--- config.mk ---
export PLATFORM = sky130hd
export DESIGN_NAME = if_fetch_stage
export DESIGN_NICKNAME = d
export VERILOG_FILES = /design/src/rtl/if_fetch_stage.sv
export SDC_FILE = /design/constraint.sdc
export NUM_CORES = 1
export LEC_CHECK = 0
export BUFFER_PORTS_ARGS = -buffer_cell sky130_fd_sc_hd__buf_4
export CORE_AREA = 2 2 164 166
export DETAILED_ROUTE_END_ITERATION = 6
export DIE_AREA = 0 0 166 168
export GPL_ROUTABILITY_DRIVEN = 1
export PLACE_DENSITY_LB_ADDON = 0.05
export SLEW_MARGIN = 20
export SYNTH_ARGS = -nofsm -noshare
export SYNTH_HDL_FRONTEND = slang
export SYNTH_SLANG_ARGS = --single-unit
--- constraint.sdc ---
create_clock -name clock -period 9.05 [get_ports clock]
set_input_delay 0.4525 -clock clock [delete_from_list [all_inputs] [get_ports clock]]
set_output_delay 0.4525 -clock clock [all_outputs]
set_load 0.01 [all_outputs]
--- src/rtl/if_fetch_stage.sv ---
// Instruction fetch: owns the PC, issues variable-latency imem requests, feeds IF/ID.
// Latency: zero-wait memory gives one instruction per cycle; the output is combinational from imem_rdata.
// Backpressure: stall_in parks the fetched word in a holding register; redirects beat stalls. Optional IFETCH_PERF_EN adds counters.
module if_fetch_stage #(
    parameter logic [63:0] RESET_PC    = 64'h0,
    parameter logic [31:0] BUBBLE_INSN = 32'h0000_0000
) (
    input  logic        clock,
    input  logic        reset,
    input  logic        stall_in,
    input  logic        redirect_valid,
    input  logic [63:0] redirect_pc,
    output logic        imem_req,
    output logic [63:0] imem_addr,
    input  logic        imem_ready,
    input  logic [31:0] imem_rdata,
    output logic        if_id_wren,
    output logic        fetch_valid,
    output logic [63:0] PC_out,
    output logic [63:0] PC_branch_link,
    output logic [31:0] instruction
`ifdef IFETCH_PERF_EN
    ,
    output logic [31:0] perf_fetched,
    output logic [31:0] perf_stall,
    output logic [31:0] perf_memwait
`endif
);

    typedef enum logic [1:0] {REQ, HOLD, FLUSH} state_t;

    state_t      state, state_nxt;
    logic [63:0] pc, pc_nxt;
    logic [63:0] pend_pc, pend_nxt;
    logic [31:0] hold_buf, buf_nxt;
    logic [63:0] redir_pc;

    assign redir_pc   = redirect_pc & ~64'd3;
    assign imem_addr  = pc;
    assign if_id_wren = !reset && (!stall_in || redirect_valid);

    always_ff @(posedge clock) begin
        if (reset) begin
            state    <= REQ;
            pc       <= RESET_PC;
            pend_pc  <= '0;
            hold_buf <= '0;
        end else begin
            state    <= state_nxt;
            pc       <= pc_nxt;
            pend_pc  <= pend_nxt;
            hold_buf <= buf_nxt;
        end
    end

    always_comb begin
        state_nxt   = state;
        pc_nxt      = pc;
        pend_nxt    = pend_pc;
        buf_nxt     = hold_buf;
        imem_req    = 1'b0;
        fetch_valid = 1'b0;
        instruction = BUBBLE_INSN;
        PC_out      = '0;
        case (state)
            REQ: begin
                imem_req = 1'b1;
                if (redirect_valid) begin
                    // An outstanding request keeps its address; the target waits in pend_pc.
                    if (imem_ready) begin
                        pc_nxt = redir_pc;
                    end else begin
                        pend_nxt  = redir_pc;
                        state_nxt = FLUSH;
                    end
                end else if (imem_ready) begin
                    fetch_valid = 1'b1;
                    instruction = imem_rdata;
                    PC_out      = pc;
                    if (stall_in) begin
                        buf_nxt   = imem_rdata;
                        state_nxt = HOLD;
                    end else begin
                        pc_nxt = pc + 64'd4;
                    end
                end
            end
            HOLD: begin
                if (redirect_valid) begin
                    pc_nxt    = redir_pc;
                    state_nxt = REQ;
                end else begin
                    fetch_valid = 1'b1;
                    instruction = hold_buf;
                    PC_out      = pc;
                    if (!stall_in) begin
                        pc_nxt    = pc + 64'd4;
                        state_nxt = REQ;
                    end
                end
            end
            FLUSH: begin
                imem_req = 1'b1;
                if (imem_ready) begin
                    pc_nxt    = redirect_valid ? redir_pc : pend_pc;
                    state_nxt = REQ;
                end else if (redirect_valid) begin
                    pend_nxt = redir_pc;
                end
            end
            default: state_nxt = REQ;
        endcase
        if (reset) begin
            imem_req    = 1'b0;
            fetch_valid = 1'b0;
            instruction = BUBBLE_INSN;
            PC_out      = '0;
        end
    end

    assign PC_branch_link = fetch_valid ? PC_out + 64'd4 : 64'd0;

`ifdef IFETCH_PERF_EN
    always_ff @(posedge clock) begin
        if (reset) begin
            perf_fetched <= '0;
            perf_stall   <= '0;
            perf_memwait <= '0;
        end else begin
            if (fetch_valid && !stall_in && !redirect_valid && perf_fetched != '1)
                perf_fetched <= perf_fetched + 32'd1;
            if (fetch_valid && stall_in && !redirect_valid && perf_stall != '1)
                perf_stall <= perf_stall + 32'd1;
            if (imem_req && !imem_ready && perf_memwait != '1)
                perf_memwait <= perf_memwait + 32'd1;
        end
    end
`endif

endmodule
==> results.txt <==
crit path kind -> reg -> out
Critical Path Max Stage Delay -> 0.88 ns
Hold Vio Cnt, Final -> 0
main area contributors after synthesis -> dfxtp_1 (32%), nand2_1 (11%), a21oi_1 (8.4%)
Initial Util -> 38.99%
unrepaired setup endpoints after global routing -> no
Most used DFF post-synth -> dfxtp_1
CP startpoint -> state[0]
period utilisation layout -> 58.79%
sequential area share after synthesis -> 31.57%
Power Dens Cells -> 141.3 nW/um^2
failing checks -> design-rule violations
Initial DRT Pass Iterations -> 7
first-pass GRT wire length -> 60.61 mm
FF-to-FF Start -> imem_addr[8]
CP Cell Sequence -> or2_2, nand3_4, inv_2, and2_1, ha_1, nand4_1, buf_4, nor4b_1, nand4_1, xor2_1, nor2_1, buf_4
Port Buf Inserts -> 325
CTS buffer count -> 17
number of global-route vias before repair -> 10237
P&R area growth vs syn -> 29.23%
top-area cell type share of the netlist area -> 31.57%
Clock Tree Buf Depth -> 2
layout cells sized above 1 -> 24.31%
clock root cell -> clkbuf_16
Post-DRT Antenna Nets -> 0
CP top delay family -> simple AND/OR/NAND/NOR gates
Die W -> 166 um
fill count -> 2714
per-cell routed wire length -> 19.26 um
clk_lat worst skew -> 0.44 ns
CTS tree -> built
cells after synthesis -> 1486
Setup Skew -> 0.01090 ns
CP Launch Type -> register
initial antenna violation count -> 1
Reg2Reg Depth -> 6
Reg2Reg Setup Slack -> 6.02 ns
Worst Hold Launch -> imem_rdata[12]
clock tree sinks -> 162
arrival time at the worst endpoint -> 4.87 ns
Slew Limit Fails -> 0
largest area contributor in the netlist -> dfxtp_1
count leader, synth -> nand2_1
worst r2r dst -> imem_addr[59]
worst slew pin tran -> 1.050 ns
Mapped Area -> 10270 um^2
1st-iter DRT viols -> 977
Post-Syn Nets -> 1589
f_max -> 187.9 MHz
Vias -> 11500
DRT Wirelength -> 39.63 mm
Hold Path End -> hold_buf[12]
Setup violations, final -> 0
Peak VDD IR -> 0.1262 mV
Synth Register Bits -> 162
Hold-fix buffers, CTS -> 0
drc violations -> 2
Setup Fix Bufs, Post-CTS -> 0
CP Buf/Inv Count -> 3
leakage power -> 5.180 nW
synth unique cells -> 79
Slew headroom -> 29.91%
Hold Path Depth -> 3
status -> complete, but fails checks
required time worst endpoint -> 8.60 ns
fin crit period -> 5.321 ns
core area -> 26350 um^2
Comb pwr share -> 16.8%
cell-internal power -> 0.001294 W
Vias/cell -> 5.591
Mean Syn Cell Area -> 6.914 um^2
Flop pwr share -> 43.0%
Net count, final -> 1805
final setup TNS -> 0 ns
Reg clk slew, reported paths -> 0.07 ns
Die ar. -> 27890 um^2
Max-cap violations -> 0
cts repair resizes -> 0
clock group share of total power -> 40.3%
Post-synth EDFFs -> 0
DP Wirelength -> 27.02 mm
all-layer global routing usage -> 27.16%
synth warn -> 0
NetSw -> 0.0005819 W
Final GP Congestion -> 0.8909
fraction of registers with async set/reset -> 0%
total grt overflow -> 0
CP Max Fanout -> 59
htree depth -> 4
row count -> 60
largest net degree at the start of global routing -> 95
min-delay worst type -> in -> reg
Crit-path slowest cell -> inv_2
CP endpoint kind -> output port
die span in y -> 168 um
Ports -> 328
WHS -> 0.2638 ns
sw frac -> 31.02%
most instantiated cells after synthesis -> nand2_1 (290), a21oi_1 (172), dfxtp_1 (162)
-- worst max-delay path by stage --
stage | depth (start not counted) | slack [ns] | endpoint
3_3_place_gp | 13 | 3.93 | PC_branch_link[50]
3_5_place_dp | 13 | 3.83 | PC_branch_link[50]
2_1_floorplan | 13 | 5.44 | PC_branch_link[50]
4_1_cts | 12 | 3.72 | PC_branch_link[50]
5_1_grt | 12 | 3.34 | PC_branch_link[50]
6_report | 12 | 3.73 | PC_branch_link[50]
-- worst register-to-register path, delay by kind of cell, from the launching register on --
kind | cells | cell delay [ns]
and+or+nand+nor | 4 | 1.96
DFF | 1 | 0.55
muxes | 1 | 0.27
AOI/OAI and AO/OA | 1 | 0.11
-- layer usage --
metal / share of wire [%] / global-route usage [%]
met1: 46 / 38.85
met3: 8.6 / 6.559
met2: 43 / 39.83
met4: 2.5 / 9.263
met5: 0 / 0
-- cell type report --
type / instances / area [um^2] / area share (%)
multi-input cells: 1162 / 6362 / 47.92
flip-flops and latches: 162 / 3243 / 24.43
repair buffers: 346 / 2597 / 19.56
well taps: 341 / 426.7 / 3.214
clock buffers: 17 / 425.4 / 3.204
clock inverters: 15 / 170.2 / 1.282
inverters: 13 / 48.80 / 0.3675
diodes: 1 / 2.502 / 0.01885
-- cell usage in the layout (no fill, tap or decap), types with 11 or more instances in the layout --
master | Yosys | layout
nor2_1 | 148 | 146
o21ai_0 | 73 | 73
dfxtp_1 | 162 | 162
nor4_1 | 18 | 18
and2_1 | 60 | 60
o211ai_1 | 14 | 14
a22oi_1 | 36 | 36
or3_1 | 14 | 14
xnor2_1 | 23 | 23
clkbuf_16 | 0 | 17
and3_1 | 25 | 25
nand2_1 | 290 | 288
nand4_1 | 30 | 30
nor3_1 | 38 | 37
inv_1 | 12 | 11
a21oi_1 | 172 | 172
nand3_1 | 45 | 44
buf_4 | 3 | 346
a211oi_1 | 14 | 14
xor2_1 | 36 | 36
-- sequential cells by signal, indices dropped and copies added, names as in the netlist --
signal,flops
imem_addr,64
hold_buf,32
state,2
pend_pc,64
-- power by group through the flow --
stage               clock [W]  combinational, W  sequential, W
floorplan                   0          0.000186       0.000799
global placement            0          0.000311       0.000820
detailed placement          0          0.000313       0.000821
CTS                  0.000765          0.000315       0.000804
global route         0.000792          0.000344       0.000812
finish               0.000755          0.000314       0.000806
-- logic make-up (layout without fill, tap and decap cells) --
group / after synthesis / after routing / synth area share (%)
flip-flops: 162 / 162 / 31.57
XOR/XNOR: 59 / 59 / 5.030
multiplexers: 4 / 4 / 0.4019
buffers and inverters: 162 / 391 / 6.930
AND/OR/NAND/NOR: 725 / 725 / 34.05
adder cells (fa/ha/maj): 2 / 2 / 0.2435
other: 0 / 1 / 0
AO/OA/AOI/OAI: 372 / 372 / 21.78
-- through the flow --
stage	util, %	total power [W]	setup WS, ns	instances	instance area, um^2
finish	50.38	0.001876	3.729	2057	13280
global route	50.38	0.001947	3.340	2057	13280
CTS	50.38	0.001884	3.715	2056	13270
detailed placement	48.11	0.001134	3.834	2024	12680
global placement	48.11	0.001130	3.934	2024	12680
floorplan	-	0.0009851	5.443	1486	10270
Note: power is estimated with default switching activity, not from simulation.
